`src/rtl/gray_pkg.sv`:
```
// Shared types and constants for the RGB444-to-gray stream controller.
package gray_pkg;

    typedef enum logic [1:0] {
        IDLE   = 2'd0,
        SYNC   = 2'd1,
        ACTIVE = 2'd2,
        FLUSH  = 2'd3
    } state_t;

    localparam int RGB_W     = 12;
    localparam int GRAY_W    = 8;
    localparam int H_ACT_DEF = 640;
    localparam int V_ACT_DEF = 480;
    localparam int LAT_DEF   = 2;

    // Per-pixel side information that travels alongside the converter.
    typedef struct packed {
        logic             valid;
        logic             mode;
        logic             sof;
        logic             eol;
        logic [RGB_W-1:0] rgb;
    } pix_t;

    // Gray back onto the 12-bit output bus: upper nibble on every channel.
    function automatic logic [RGB_W-1:0] gray_to_rgb444(input logic [3:0] g_hi);
        return {g_hi, g_hi, g_hi};
    endfunction

endpackage

```
`src/rtl/gray_delay_line.sv`:
```
// Fixed-depth register chain that keeps sideband and bypass data aligned
// with the external gray converter.
module gray_delay_line #(
    parameter int WIDTH = 16,
    parameter int DEPTH = 2
) (
    input  logic             clk,
    input  logic             rst_n,
    input  logic [WIDTH-1:0] d,
    output logic [WIDTH-1:0] q
);

    logic [DEPTH-1:0][WIDTH-1:0] stage;

    // NOTE: the whole chain, data included, is cleared asynchronously so a
    // reset mid-frame cannot leave a stale valid bit to emerge after release.
    if (DEPTH == 1) begin : g_single
        always_ff @(posedge clk or negedge rst_n) begin
            if (!rst_n) begin
                stage <= '0;
            end else begin
                // NOTE: non-blocking so every stage shifts on the same edge.
                stage <= d;
            end
        end
    end else begin : g_chain
        always_ff @(posedge clk or negedge rst_n) begin
            if (!rst_n) begin
                stage <= '0;
            end else begin
                stage <= {stage[DEPTH-2:0], d};
            end
        end
    end

    assign q = stage[DEPTH-1];

endmodule

```
`src/rtl/gray_stream_ctrl.sv`:
```
// Frame sequencer around the external RGB444-to-gray converter.
// Optional per-frame drop counter: define GRAY_DROP_CNT_EN.
module gray_stream_ctrl
    import gray_pkg::*;
#(
    parameter int H_ACT = H_ACT_DEF,
    parameter int V_ACT = V_ACT_DEF,
    parameter int LAT   = LAT_DEF
) (
    input  logic              clk,
    input  logic              rst_n,
    input  logic              gray_en_req,
    input  logic              in_vsync,
    input  logic              in_valid,
    input  logic [RGB_W-1:0]  in_rgb,
    output logic [RGB_W-1:0]  conv_rgb,
    input  logic [GRAY_W-1:0] conv_gray,
    output logic              out_valid,
    output logic [RGB_W-1:0]  out_data,
    output logic              out_sof,
    output logic              out_eol,
    input  logic              out_ready,
    output logic              frame_done,
    output logic              geom_err,
    output logic              gray_active
`ifdef GRAY_DROP_CNT_EN
    ,
    output logic [15:0]       drop_cnt
`endif
);

    localparam int XW = (H_ACT > 1) ? $clog2(H_ACT) : 1;
    localparam int YW = (V_ACT > 1) ? $clog2(V_ACT) : 1;
    localparam int CW = (LAT > 1) ? $clog2(LAT) : 1;

    state_t          state;
    logic            vsync_q;
    logic [XW-1:0]   x;
    logic [YW-1:0]   y;
    logic            sof_pending;
    logic            resync;
    logic [CW-1:0]   flush_cnt;
    pix_t            s0;
    pix_t            dl;

    logic vsync_rise;
    logic vsync_fall;
    logic accept;
    logic eol_now;
    logic last_now;
    logic [3:0] gray_lsb_unused;

    assign vsync_rise = in_vsync && !vsync_q;
    assign vsync_fall = !in_vsync && vsync_q;
    assign accept     = (state == ACTIVE) && in_valid;
    assign eol_now    = (x == XW'(H_ACT - 1));
    assign last_now   = eol_now && (y == YW'(V_ACT - 1));

    always_ff @(posedge clk or negedge rst_n) begin
        if (!rst_n) begin
            state       <= IDLE;
            vsync_q     <= 1'b0;
            x           <= '0;
            y           <= '0;
            sof_pending <= 1'b0;
            resync      <= 1'b0;
            flush_cnt   <= '0;
            frame_done  <= 1'b0;
            geom_err    <= 1'b0;
            gray_active <= 1'b0;
        end else begin
            vsync_q    <= in_vsync;
            frame_done <= 1'b0;
            case (state)
                IDLE: begin
                    if (vsync_rise) state <= SYNC;
                end
                SYNC: begin
                    if (vsync_fall) begin
                        gray_active <= gray_en_req;
                        geom_err    <= 1'b0;
                        x           <= '0;
                        y           <= '0;
                        sof_pending <= 1'b1;
                        resync      <= 1'b0;
                        state       <= ACTIVE;
                    end else if (in_valid) begin
                        geom_err <= 1'b1;
                    end
                end
                ACTIVE: begin
                    if (accept) begin
                        sof_pending <= 1'b0;
                        if (eol_now) begin
                            x <= '0;
                            y <= y + 1'b1;
                        end else begin
                            x <= x + 1'b1;
                        end
                    end
                    // A new vsync before the frame completes is a short frame:
                    // drain what is in flight, then wait for its falling edge.
                    if (vsync_rise) begin
                        geom_err  <= 1'b1;
                        resync    <= 1'b1;
                        flush_cnt <= '0;
                        state     <= FLUSH;
                    end else if (accept && last_now) begin
                        flush_cnt <= '0;
                        state     <= FLUSH;
                    end
                end
                FLUSH: begin
                    if (in_valid) geom_err <= 1'b1;
                    if (vsync_rise) resync <= 1'b1;
                    if (flush_cnt == CW'(LAT - 1)) begin
                        frame_done <= 1'b1;
                        state      <= (resync || vsync_rise) ? SYNC : IDLE;
                    end else begin
                        flush_cnt <= flush_cnt + 1'b1;
                    end
                end
                default: state <= IDLE;
            endcase
        end
    end

    // Accept stage: this register is also the converter input, so the side
    // information starts its LAT-deep trip on the same edge as conv_rgb.
    always_ff @(posedge clk or negedge rst_n) begin
        if (!rst_n) begin
            s0 <= '0;
        end else begin
            s0.valid <= accept;
            s0.mode  <= gray_active;
            s0.sof   <= accept && sof_pending;
            s0.eol   <= accept && eol_now;
            s0.rgb   <= in_rgb;
        end
    end

    assign conv_rgb = s0.rgb;

    gray_delay_line #(
        .WIDTH ($bits(pix_t)),
        .DEPTH (LAT)
    ) u_delay (
        .clk   (clk),
        .rst_n (rst_n),
        .d     (s0),
        .q     (dl)
    );

    assign out_valid = dl.valid;
    assign out_sof   = dl.sof;
    assign out_eol   = dl.eol;

    // NOTE: default assignment first so the mux can never infer a latch.
    always_comb begin
        out_data = '0;
        if (dl.valid) begin
            out_data = dl.mode ? gray_to_rgb444(conv_gray[7:4]) : dl.rgb;
        end
    end

    assign gray_lsb_unused = conv_gray[3:0];

`ifdef GRAY_DROP_CNT_EN
    always_ff @(posedge clk or negedge rst_n) begin
        if (!rst_n) begin
            drop_cnt <= '0;
        end else if (state == SYNC) begin
            drop_cnt <= '0;
        end else if (out_valid && !out_ready && (drop_cnt != 16'hFFFF)) begin
            drop_cnt <= drop_cnt + 16'd1;
        end
    end
`else
    logic ready_unused;
    assign ready_unused = out_ready;
`endif

endmodule

```
`config.mk`:
```
export PLATFORM = sky130hd
export DESIGN_NAME = gray_stream_ctrl
export DESIGN_NICKNAME = d
export VERILOG_FILES = /design/src/rtl/gray_pkg.sv /design/src/rtl/gray_delay_line.sv /design/src/rtl/gray_stream_ctrl.sv
export SDC_FILE = /design/constraint.sdc
export NUM_CORES = 1
export LEC_CHECK = 0
export CAP_MARGIN = 20
export CORE_ASPECT_RATIO = 0.5
export CORE_UTILIZATION = 30
export DETAILED_ROUTE_END_ITERATION = 8
export PLACE_DENSITY_LB_ADDON = 0.25
export SLEW_MARGIN = 20
export SYNTH_ARGS = -nofsm -noshare
export SYNTH_HDL_FRONTEND = slang
export SYNTH_SLANG_ARGS = --single-unit
```
`constraint.sdc`:
```
create_clock -name clk -period 1.9 [get_ports clk]
set_input_delay 0.285 -clock clk [delete_from_list [all_inputs] [get_ports clk]]
set_output_delay 0.285 -clock clk [all_outputs]
set_load 0.005 [all_outputs]
```
==> results_dict.tcl <==
set metrics [dict create \
    die_w_microns 148 \
    reg2reg_to "state[1]" \
    critPathLaunch "state[0]" \
    sw_frac_of_total_pct 31.0 \
    critPathKind "reg -> reg" \
    start_kind "register" \
    rr_worst_depth 7 \
    synth.distinct_cells 48 \
    synthFlopType "dfrtp_1" \
    critPathMaxFanout 4 \
    cellPowerDensity_mw_per_mm2 1250 \
    worst_slew_pin_slew_ns 0.446 \
    hold_viol_final 0 \
    post_dp_cell_area_sq_mm 0.00403 \
    hpwl_microns 4870 \
    worstReg2RegStart "state[0]" \
    worst_slack_ns 0.0648 \
    report.final.slew_viol_count 0 \
    clk_latency_ns 0.33 \
    vias 2362 \
    power.switching_w 0.00172 \
    arrival_ns 2.05 \
    viasPerCell 4.74 \
    pwr-share-comb_pct 34.5 \
    drcViolationCount 0 \
    clk_path_buf_depth 2 \
    antenna_found_initial 0 \
    ff2ff_setup_slack_ns 0.06 \
    avgSynthCellArea_sq_um 11.9 \
    critPathCaptureType "register" \
    seq_area_frac_synth_pct 59.7 \
    die_area_sq_mm 0.0111 \
    p_leak_nw 2.00 \
    dr.pass1.iters 4 \
    cts.sinks 76 \
    fmax_ghz 0.545 \
    yosysWarnings 0 \
    num_io_pins 56 \
    cp_slowest_stage_delay_ns 0.38 \
    cts_tree "yes" \
    p_clk_share_pct 29.8 \
    finalCritPeriodShare_pct 96.6 \
    routedWlPerCell_microns 14.3 \
    cp_slowest_cell "dfrtp_1" \
    skew_ns 0.00464 \
    area_growth_pct 40.1 \
    synth_fp_nets 301 \
    setup_viol 0 \
    drt-total-wl_microns 7110 \
    p_seq_share_pct 35.7 \
    drv_cap 0 \
    period_minus_slack_ns 1.84 \
    antenna_cells 0 \
    synthArstFlopShare_pct 100 \
    synth-edff-count 0 \
    design_area_sq_mm 0.00446 \
    synth_area_leader_cell "dfrtp_1" \
    cts_root_buf "clkbuf_16" \
    io_buffers 50 \
    cts_made_buffers 9 \
    rows 26 \
    h-tree-depth 3 \
    fin_nets 387 \
    min_path_type "reg -> reg" \
    worstSetupEndpoint "state[1]" \
    ant_nets 0 \
    required_ns 2.12 \
    post_route_cells_drive_above_1_share_pct 23.2 \
    ir_worst_vdd_v 0.000531 \
    core-area_sq_mm 0.0102 \
    drt-initial-drc-count 86 \
    ys_seq_elements 76 \
    grt_pass1_vias 2425 \
    slew_headroom_pct 69.5 \
    status "finished clean" \
    clk_pin_slew_ns 0.06 \
    power.total_w 0.00556 \
    grt_start_max_net_pins 35 \
    overflow 0 \
    syn-cell-area_sq_mm 0.00319 \
    synth_cells 268 \
    utilization_pct 43.5 \
    synthTopCellsByArea "dfrtp_1 60%, a21boi_0 2.8%, buf_4 2.8%" \
    place_congestion 0.794 \
    dp_slack_ns -0.0977 \
    grt_pass1_wl_microns 11600 \
    fp.dieH_microns 74.9 \
    finalSetupTns_ns 0 \
    worstPathCellList "inv_1 > ha_4 > nand2_1 > nor4_2 > buf_4 > a2111oi_0 > a211o_1" \
    grt.total_usage_pct 13.8 \
    p_int_w 0.00384 \
    synth_top_area_share_pct 59.7 \
    start_util_pct 31.1 \
]
## critical path, delay by kind of cell (launching register included)
family,cells,cell delay (ns)
flops,1,0.38
fa+ha+maj,1,0.17
compound gates,2,0.34
buf+inv,2,0.29
simple gates,2,0.53
## cell usage in the layout, fill, tap and decap left out, types with 3 or more instances in the layout
cell type,count
clkbuf_16,9
dlygate4sd2_1,11
buf_4,41
clkdlybuf4s50_1,37
a21oi_2,3
inv_1,8
ha_4,3
nand2b_1,14
o31ai_1,8
nor3_1,4
o21ai_0,5
a21oi_1,7
nand2_1,20
a21boi_0,8
nand3_1,7
and2_1,3
or4_1,6
mux2i_1,3
a21boi_1,3
a2111oi_0,3
mux2_2,3
nor2_1,11
ha_1,4
dfrtp_1,75
## cell type report
type | instances | area [sq um]
clock inverter | 6 | 65.1
fill | 955 | 5790
inverter | 9 | 33.8
clock buffer | 9 | 225
timing repair buffer | 95 | 838
sequential | 76 | 1900
tap | 140 | 175
multi-input combinational | 163 | 1220
## worst min-delay path by stage
stage / startpoint / end / slack [ns] / cells after the start
after detailed placement: rst_n / x[1] / 0.28 / 1
final: u_delay.stage[12] / u_delay.q[12] / 0.34 / 0
after floorplan: rst_n / conv_rgb[0] / -0.01 / 0
after CTS: u_delay.stage[12] / u_delay.q[12] / 0.34 / 0
after global routing: u_delay.stage[14] / u_delay.q[14] / 0.35 / 0
after global placement: rst_n / vsync_q / 0.27 / 1
## metrics by stage
stage                     instances  hold WS, ns
final                           498        0.343
after global routing            498        0.350
after CTS                       496        0.344
after detailed placement        476        0.284
after global placement          476        0.271
after floorplan                 268      -0.0106
## state kept, by name, summed over array words and instances (netlist names), 2 cells and up
name	flops
conv_rgb	12
s0	4
state	2
u_delay.q	16
u_delay.stage	16
x	10
y	9
## Yosys cell counts, drive strengths merged, types with 4 or more instances
master	n
nand3	7
a21oi	10
clkbuf	4
o21ai	6
nor3	4
ha	7
inv	9
buf	17
or4	6
a21boi	12
nor2	11
dfrtp	76
nand2	20
nand2b	14
mux2	4
o31ai	10
## per-layer routing
| metal | up-vias | GRT usage (%) | routed length (microns) |
|---|---|---|---|
| met5 | - | 0 | 0 |
| met4 | 0 | 5.61 | 78 |
| met3 | 7 | 4.24 | 329 |
| met2 | 52 | 23.8 | 3390 |
| met1 | 1171 | 16.5 | 3310 |
| li1 | 1132 | - | - |
## power groups by stage
stage | clock [W] | combinational (W) | sequential, W
after CTS | 0.00171 | 0.00179 | 0.00197
after floorplan | 0 | 0.000923 | 0.00197
after global routing | 0.00177 | 0.00210 | 0.00202
after detailed placement | 0 | 0.00171 | 0.00202
final | 0.00165 | 0.00192 | 0.00199
after global placement | 0 | 0.00166 | 0.00201
## logic make-up (layout without fill, tap and decap cells)
kind of cell	Yosys count	count (layout)	synth area share (%)
AO/OA/AOI/OAI	62	63	14.3
XOR/XNOR	2	2	0.550
adder cells (fa/ha/maj)	7	7	2.75
buffers and inverters	30	119	5.34
flip-flops	76	76	59.7
multiplexers	7	7	2.36
AND/OR/NAND/NOR	84	84	15.0
## what timing repair did
item | CTS | global route
pin swaps | 1 | 2
setup endpoints to repair | 22 | 16
cloned | 0 | 2
hold buffers | 1 | 0
setup buffers | 4 | 0
endpoints found under the hold margin | 32 | 0
resized for setup | 21 | 18
Note: power is estimated with default switching activity, not from simulation.
